File: config.mk
export PLATFORM = sky130hd
export DESIGN_NAME = arm_shift_pipe
export DESIGN_NICKNAME = d
export VERILOG_FILES = /design/src/rtl/arm_shift_pipe.sv
export SDC_FILE = /design/constraint.sdc
export NUM_CORES = 1
export LEC_CHECK = 0
export CORE_MARGIN = 1
export CORE_UTILIZATION = 40
export DETAILED_ROUTE_END_ITERATION = 10
export SYNTH_ARGS = -nofsm -noshare
export SYNTH_HDL_FRONTEND = slang
export SYNTH_SLANG_ARGS = --single-unit
File: constraint.sdc
create_clock -name CLK -period 3.4 [get_ports CLK]
set_input_delay 0.68 -clock CLK [delete_from_list [all_inputs] [get_ports CLK]]
set_output_delay 0.68 -clock CLK [all_outputs]
set_load 0.01 [all_outputs]
File: src/rtl/arm_shift_pipe.sv
// ARM barrel shifter (LSL/LSR/ASR/ROR/RRX) with valid/ready handshake and registered outputs.
// Define SFT_PIPE2_EN to split into two stages (decode + coarse rotate, then fine rotate + mask + carry).
module arm_shift_pipe #(
  parameter int WIDTH = 32,
  parameter int TAGW  = 4
) (
  input  logic             CLK,
  input  logic             RST,
  input  logic             IN_VALID,
  output logic             IN_READY,
  input  logic [WIDTH-1:0] INA,
  input  logic [1:0]       SHTYPE,
  input  logic [7:0]       AMOUNT,
  input  logic             IMM,
  input  logic             CIN,
  input  logic [TAGW-1:0]  TAG,
  output logic             OUT_VALID,
  input  logic             OUT_READY,
  output logic [WIDTH-1:0] OUT,
  output logic             COUT,
  output logic [TAGW-1:0]  TAG_OUT
);

  localparam int         L     = $clog2(WIDTH);
  localparam int         FL    = (L + 1) / 2;
  localparam logic [L:0] N_AMT = (L+1)'(WIDTH);
  localparam logic [7:0] N_8   = 8'(WIDTH);

  typedef enum logic [2:0] {
    OP_PASS, OP_LSL, OP_LSR, OP_ASR, OP_ROR, OP_RRX
  } op_e;

  // amt is the effective amount clamped to N (over flags n > N); rot is the right-rotate distance.
  typedef struct packed {
    op_e              op;
    logic             over;
    logic             sign;
    logic             cin;
    logic [L:0]       amt;
    logic [L-1:0]     rot;
    logic [WIDTH-1:0] data;
    logic [TAGW-1:0]  tag;
  } dec_t;

  function automatic logic [WIDTH-1:0] rotr_lvls(input logic [WIDTH-1:0] d,
                                                 input logic [L-1:0] r,
                                                 input int lo, input int hi);
    logic [WIDTH-1:0] v;
    v = d;
    for (int k = 0; k < L; k++) begin
      if (k >= lo && k < hi && r[k]) v = (v >> (1 << k)) | (v << (WIDTH - (1 << k)));
    end
    return v;
  endfunction

  dec_t             dec_c, crs_c, fin_s;
  logic [7:0]       n_c;
  logic [WIDTH-1:0] rot_f, keep_l, keep_r, res_c;
  logic             cout_c;
  logic             s2_can, take, load_out;
  logic             out_valid_q, out_valid_d, cout_q, cout_d;
  logic [WIDTH-1:0] out_q, out_d;
  logic [TAGW-1:0]  tag_q, tag_d;

  always_comb begin
    n_c            = IMM ? 8'(AMOUNT[L-1:0]) : AMOUNT;
    dec_c          = '0;
    dec_c.data     = INA;
    dec_c.cin      = CIN;
    dec_c.tag      = TAG;
    dec_c.sign     = INA[WIDTH-1];
    dec_c.over     = n_c > N_8;
    dec_c.amt      = dec_c.over ? N_AMT : n_c[L:0];
    dec_c.rot      = n_c[L-1:0];
    case (SHTYPE)
      2'b00:   dec_c.op = OP_LSL;
      2'b01:   dec_c.op = OP_LSR;
      2'b10:   dec_c.op = OP_ASR;
      default: dec_c.op = OP_ROR;
    endcase
    // Zero amount: register form and LSL #0 pass through; LSR/ASR #0 mean #N; ROR #0 is RRX.
    if (n_c == 8'd0) begin
      if (!IMM || SHTYPE == 2'b00) dec_c.op = OP_PASS;
      else if (SHTYPE == 2'b11) begin
        dec_c.op  = OP_RRX;
        dec_c.rot = L'(1);
      end else dec_c.amt = N_AMT;
    end
    if (dec_c.op == OP_LSL) dec_c.rot = -n_c[L-1:0];
  end

  always_comb begin
    crs_c      = dec_c;
    crs_c.data = rotr_lvls(dec_c.data, dec_c.rot, FL, L);
  end

  // Handshake: a transfer happens on a port only at a rising edge where its valid and ready are
  // both high; ready never looks at the same port's valid, and the output holds until taken.
  assign s2_can = !out_valid_q || OUT_READY;

`ifdef SFT_PIPE2_EN
  logic s1_valid_q, s1_valid_d, adv;
  dec_t s1_q, s1_d;

  assign adv      = s1_valid_q && s2_can;
  assign IN_READY = !RST && (!s1_valid_q || s2_can);
  assign take     = IN_VALID && IN_READY;

  always_comb begin
    s1_valid_d = s1_valid_q;
    s1_d       = s1_q;
    if (take) begin
      s1_valid_d = 1'b1;
      s1_d       = crs_c;
    end else if (adv) begin
      s1_valid_d = 1'b0;
    end
  end

  always_ff @(posedge CLK or posedge RST) begin
    if (RST) begin
      s1_valid_q <= 1'b0;
      s1_q       <= '0;
    end else begin
      s1_valid_q <= s1_valid_d;
      s1_q       <= s1_d;
    end
  end

  assign fin_s    = s1_q;
  assign load_out = adv;
`else
  assign IN_READY = !RST && s2_can;
  assign take     = IN_VALID && IN_READY;
  assign fin_s    = crs_c;
  assign load_out = take;
`endif

  always_comb begin
    rot_f = rotr_lvls(fin_s.data, fin_s.rot, 0, FL);
    for (int i = 0; i < WIDTH; i++) begin
      keep_l[i] = i >= int'(fin_s.amt);
      keep_r[i] = (i + int'(fin_s.amt)) < WIDTH;
    end
    res_c  = rot_f;
    cout_c = rot_f[WIDTH-1];
    case (fin_s.op)
      OP_PASS: begin
        res_c  = fin_s.data;
        cout_c = fin_s.cin;
      end
      OP_LSL: begin
        res_c  = rot_f & keep_l;
        cout_c = !fin_s.over && rot_f[0];
      end
      OP_LSR: begin
        res_c  = rot_f & keep_r;
        cout_c = !fin_s.over && rot_f[WIDTH-1];
      end
      OP_ASR: begin
        res_c  = (rot_f & keep_r) | ({WIDTH{fin_s.sign}} & ~keep_r);
        cout_c = fin_s.over ? fin_s.sign : rot_f[WIDTH-1];
      end
      OP_RRX:  res_c = {fin_s.cin, rot_f[WIDTH-2:0]};
      default: ;
    endcase
  end

  always_comb begin
    out_valid_d = out_valid_q;
    out_d       = out_q;
    cout_d      = cout_q;
    tag_d       = tag_q;
    if (load_out) begin
      out_valid_d = 1'b1;
      out_d       = res_c;
      cout_d      = cout_c;
      tag_d       = fin_s.tag;
    end else if (OUT_READY) begin
      out_valid_d = 1'b0;
    end
  end

  always_ff @(posedge CLK or posedge RST) begin
    if (RST) begin
      out_valid_q <= 1'b0;
      out_q       <= '0;
      cout_q      <= 1'b0;
      tag_q       <= '0;
    end else begin
      out_valid_q <= out_valid_d;
      out_q       <= out_d;
      cout_q      <= cout_d;
      tag_q       <= tag_d;
    end
  end

  assign OUT_VALID = out_valid_q;
  assign OUT       = out_q;
  assign COUT      = cout_q;
  assign TAG_OUT   = tag_q;

endmodule

==> flow_metrics.tcl <==
set metrics [dict create \
    dieArea_sq_mm 0.0149 \
    netlist-cell-type-count 77 \
    clock_latency_ns 0.30 \
    post_dp_cell_area_sq_mm 0.00886 \
    layout.cells.non_filler 1292 \
    cp_top_family "compound AO/OA/AOI/OAI gates" \
    timing.final.crit_share_pct 106 \
    die_x_microns 122 \
    first_pass_iters 6 \
    endpoint "OUT[16]$_DFFE_PP0P_" \
    route.met3.wl_microns 4880 \
    power_leakage_nw 4.39 \
    ys_warn_count 0 \
    dpl.hpwl_microns 25300 \
    grt_util_all_layers_pct 45.8 \
    wirelength_microns 36300 \
    hold_depth 2 \
    vdd_ir_drop_max_mv 0.207 \
    ys_seq_area_share_pct 16.5 \
    r2r_slack_ns 1.18 \
    hold_path.class "flip-flop to flip-flop" \
    place_inst 1234 \
    final_nets 1168 \
    yosys.area_share.simple_pct 20.1 \
    h-tree-depth 2 \
    dpl_worst_slack_ns -1.13 \
    violations "setup timing" \
    synth_top_family_by_area "compound AO/OA/AOI/OAI gates" \
    cp_data_required_time_ns 3.62 \
    wl_met2_microns 15600 \
    slew_viol_final 0 \
    worst_pin_slew_ns 0.616 \
    syn_to_final_growth_pct 82.0 \
    fin_util_pct 75.1 \
    setup_slack_ns -0.193 \
    root_buffer "clkbuf_16" \
    ys_ff_latch 38 \
    skew_ns 0.00663 \
    critPathMaxFanout 10 \
    synthArstFlopShare_pct 100 \
    timing.rr.start "OUT_VALID$_DFFE_PP0P_" \
    cts_sinks 38 \
    syn_nets 821 \
    finalInstanceArea_sq_mm 0.0105 \
    worstSetupStartpoint "SHTYPE[0]" \
    slowest_delay_ns 0.54 \
    avgViaCountPerCell 6.99 \
    fillers 987 \
    grt_pass1_vias 8444 \
    grt_max_degree 39 \
    synthAdderAreaFrac_pct 1.30 \
    ioPinCount 91 \
    finalSetupViolations 30 \
    synth-compound-area-share_pct 38.6 \
    muxShareOfSynthArea_pct 16.7 \
    antenna_left 0 \
    power.density_mw_per_mm2 381 \
    vias 9031 \
    die_h_microns 122 \
    end_kind "flip-flop" \
    hold_violations 0 \
    finalSetupTns_ns -3.14 \
    cp-start-kind "primary input" \
    cts_buffer_depth 2 \
    hold_slack_ns 0.480 \
    gp_congestion 1.09 \
    num_rows 43 \
    grt_first_pass_wirelength_microns 50200 \
    wl_met1_microns 12500 \
    syn_area_sq_mm 0.00575 \
    synth_ff_type "dfrtp_1" \
    fmax_mhz 278 \
    cts.reportedPaths.clkPinSlew_ns 0.06 \
    cts_tree "done" \
    port_buffers 90 \
    reg2regPathDepth 6 \
    netlist_instances 763 \
    worstReg2RegEnd "OUT[6]$_DFFE_PP0P_" \
    synth_edf_count 0 \
    crit_buf_inv 4 \
    arrival_ns 3.81 \
    drcViolationCount 0 \
    crit_path_top_delay_cell "or4b_4" \
    slew_headroom_pct 58.5 \
    crit_cells 15 \
    cts_buffers 5 \
    wl_per_cell_microns 28.1 \
    grt.overflow.total 0 \
    finalWorstPathRequiredPeriod_ns 3.59 \
    cp_cell_sequence "buf_12 > ha_1 > or4b_4 > mux2i_4 > buf_6 > o21a_4 > nand3_4 > buf_12 > and3_4 > a211oi_2 > buf_4 > a211oi_1 > a211oi_1 > o21ai_1 > a21oi_1" \
    antenna_found_initial 1 \
    top_layer "met4" \
    core_sq_mm 0.0139 \
    synth-xor-area-share_pct 0.935 \
    status "finished, violations left" \
    rsz0062_at_grt "yes" \
    synth.avg_cell_area_sq_um 7.54 \
    cap_violations 0 \
    p_total_mw 3.99 \
    start_util_pct 41.3 \
    drive_gt1_share_pct 46.6 \
    dr.first_iter.drc_count 1215 \
    timing_worst_setup_path_type "primary input to flip-flop" \
]
==> worst min-delay path, stage by stage (launching register included) <==
cell	delay (ns)
dfrtp_1	0.35
nand2_1	0.05
nand2_1	0.05
==> worst min path at each step <==
stage | from | end | slack (ns)
after CTS | TAG_OUT[0]$_DFFE_PP0P_ | TAG_OUT[0]$_DFFE_PP0P_ | 0.49
after floorplan | TAG_OUT[0]$_DFFE_PP0P_ | TAG_OUT[0]$_DFFE_PP0P_ | 0.51
after detailed placement | TAG_OUT[0]$_DFFE_PP0P_ | TAG_OUT[0]$_DFFE_PP0P_ | 0.47
final | TAG_OUT[1]$_DFFE_PP0P_ | TAG_OUT[1]$_DFFE_PP0P_ | 0.48
after global placement | TAG_OUT[0]$_DFFE_PP0P_ | TAG_OUT[0]$_DFFE_PP0P_ | 0.46
after global routing | TAG_OUT[0]$_DFFE_PP0P_ | TAG_OUT[0]$_DFFE_PP0P_ | 0.50
==> power by group <==
part	switching (mW)	internal (mW)	total (mW)
clock network	0.215	0.291	0.506
registers	0.0930	0.568	0.661
logic	1.46	1.37	2.82
total	1.77	2.23	3.99
==> cells in the mapped netlist, drive strengths merged, types with 4 or more instances <==
master / count / area, sq um
a211o: 4 / 35.0
or3: 5 / 31.3
a221o: 5 / 50.1
o21a: 6 / 46.3
o211a: 11 / 110
o21ai: 67 / 339
a31oi: 17 / 121
buf: 25 / 145
o22ai: 10 / 62.6
mux2i: 50 / 513
a311oi: 6 / 52.6
o22a: 4 / 35.0
nor3: 18 / 100
o221ai: 15 / 131
a221oi: 10 / 87.6
a211oi: 32 / 245
o211ai: 27 / 203
inv: 9 / 33.8
a21oi: 49 / 249
clkbuf: 42 / 158
nor2: 60 / 230
o2bb2ai: 6 / 52.6
a31o: 4 / 35.0
o221a: 5 / 56.3
mux2: 21 / 236
dfrtp: 38 / 951
nor4: 5 / 31.3
mux4: 9 / 214
nand2: 93 / 349
nand4: 4 / 25.0
o2111ai: 5 / 43.8
a21o: 9 / 67.6
ha: 6 / 75.1
o32a: 4 / 40.0
and3: 4 / 25.0
and2: 8 / 50.1
nand3: 39 / 200
==> sequential cells by signal, summed over array words and instances (netlist names) <==
| signal | cells |
|---|---|
| OUT | 32 |
| TAG_OUT | 4 |
| COUT | 1 |
| OUT_VALID | 1 |
==> area by class of cell <==
type	count	area, sq um	area share (%)
Antenna cell	1	2.50	0.0239
Clock buffer	6	139	1.33
Clock inverter	2	12.5	0.119
Inverter	9	51.3	0.490
Multi-Input combinational cell	649	5470	52.2
Sequential cell	38	951	9.08
Tap cell	180	225	2.15
Timing Repair Buffer	407	3620	34.6
==> cells by family (layout without fill, tap and decap cells) <==
family / Yosys count / count (layout)
adder cells (fa/ha/maj): 6 / 6
AO/OA/AOI/OAI: 311 / 311
XOR/XNOR: 4 / 4
AND/OR/NAND/NOR: 248 / 248
multiplexers: 80 / 80
other: 0 / 1
buffers and inverters: 76 / 424
flip-flops: 38 / 38
==> cells in the final DEF (no fill, tap or decap), drive strengths merged, types with 8 or more instances in the layout <==
| master | synthesis | layout |
|---|---|---|
| buf | 25 | 321 |
| nand2 | 93 | 93 |
| clkdlybuf4s50 | 0 | 79 |
| o21ai | 67 | 67 |
| nor2 | 60 | 60 |
| mux2i | 50 | 50 |
| a21oi | 49 | 49 |
| nand3 | 39 | 39 |
| dfrtp | 38 | 38 |
| a211oi | 32 | 32 |
| o211ai | 27 | 27 |
| mux2 | 21 | 21 |
| nor3 | 18 | 18 |
| a31oi | 17 | 17 |
| o221ai | 15 | 15 |
| o211a | 11 | 11 |
| o22ai | 10 | 10 |
| a221oi | 10 | 10 |
| mux4 | 9 | 9 |
| a21o | 9 | 9 |
| inv | 9 | 9 |
| clkbuf | 42 | 8 |
| and2 | 8 | 8 |
==> layer usage <==
layer  GRT usage, %  vias to the layer above
li1               -                     3696
met1           56.2                     4223
met2           73.3                      833
met3           11.1                      279
met4           25.4                        0
met5              0                        -
==> timing repair <==
| item | 4_1_cts | 5_1_grt |
|---|---|---|
| hold buffers | 0 | 0 |
| gates cloned | 1 | 1 |
| endpoints found under the setup margin | 33 | 33 |
| resized for setup | 167 | 105 |
| pin swaps | 58 | 70 |
| setup buffers | 30 | 24 |
Power figures use the tool's default switching activity.
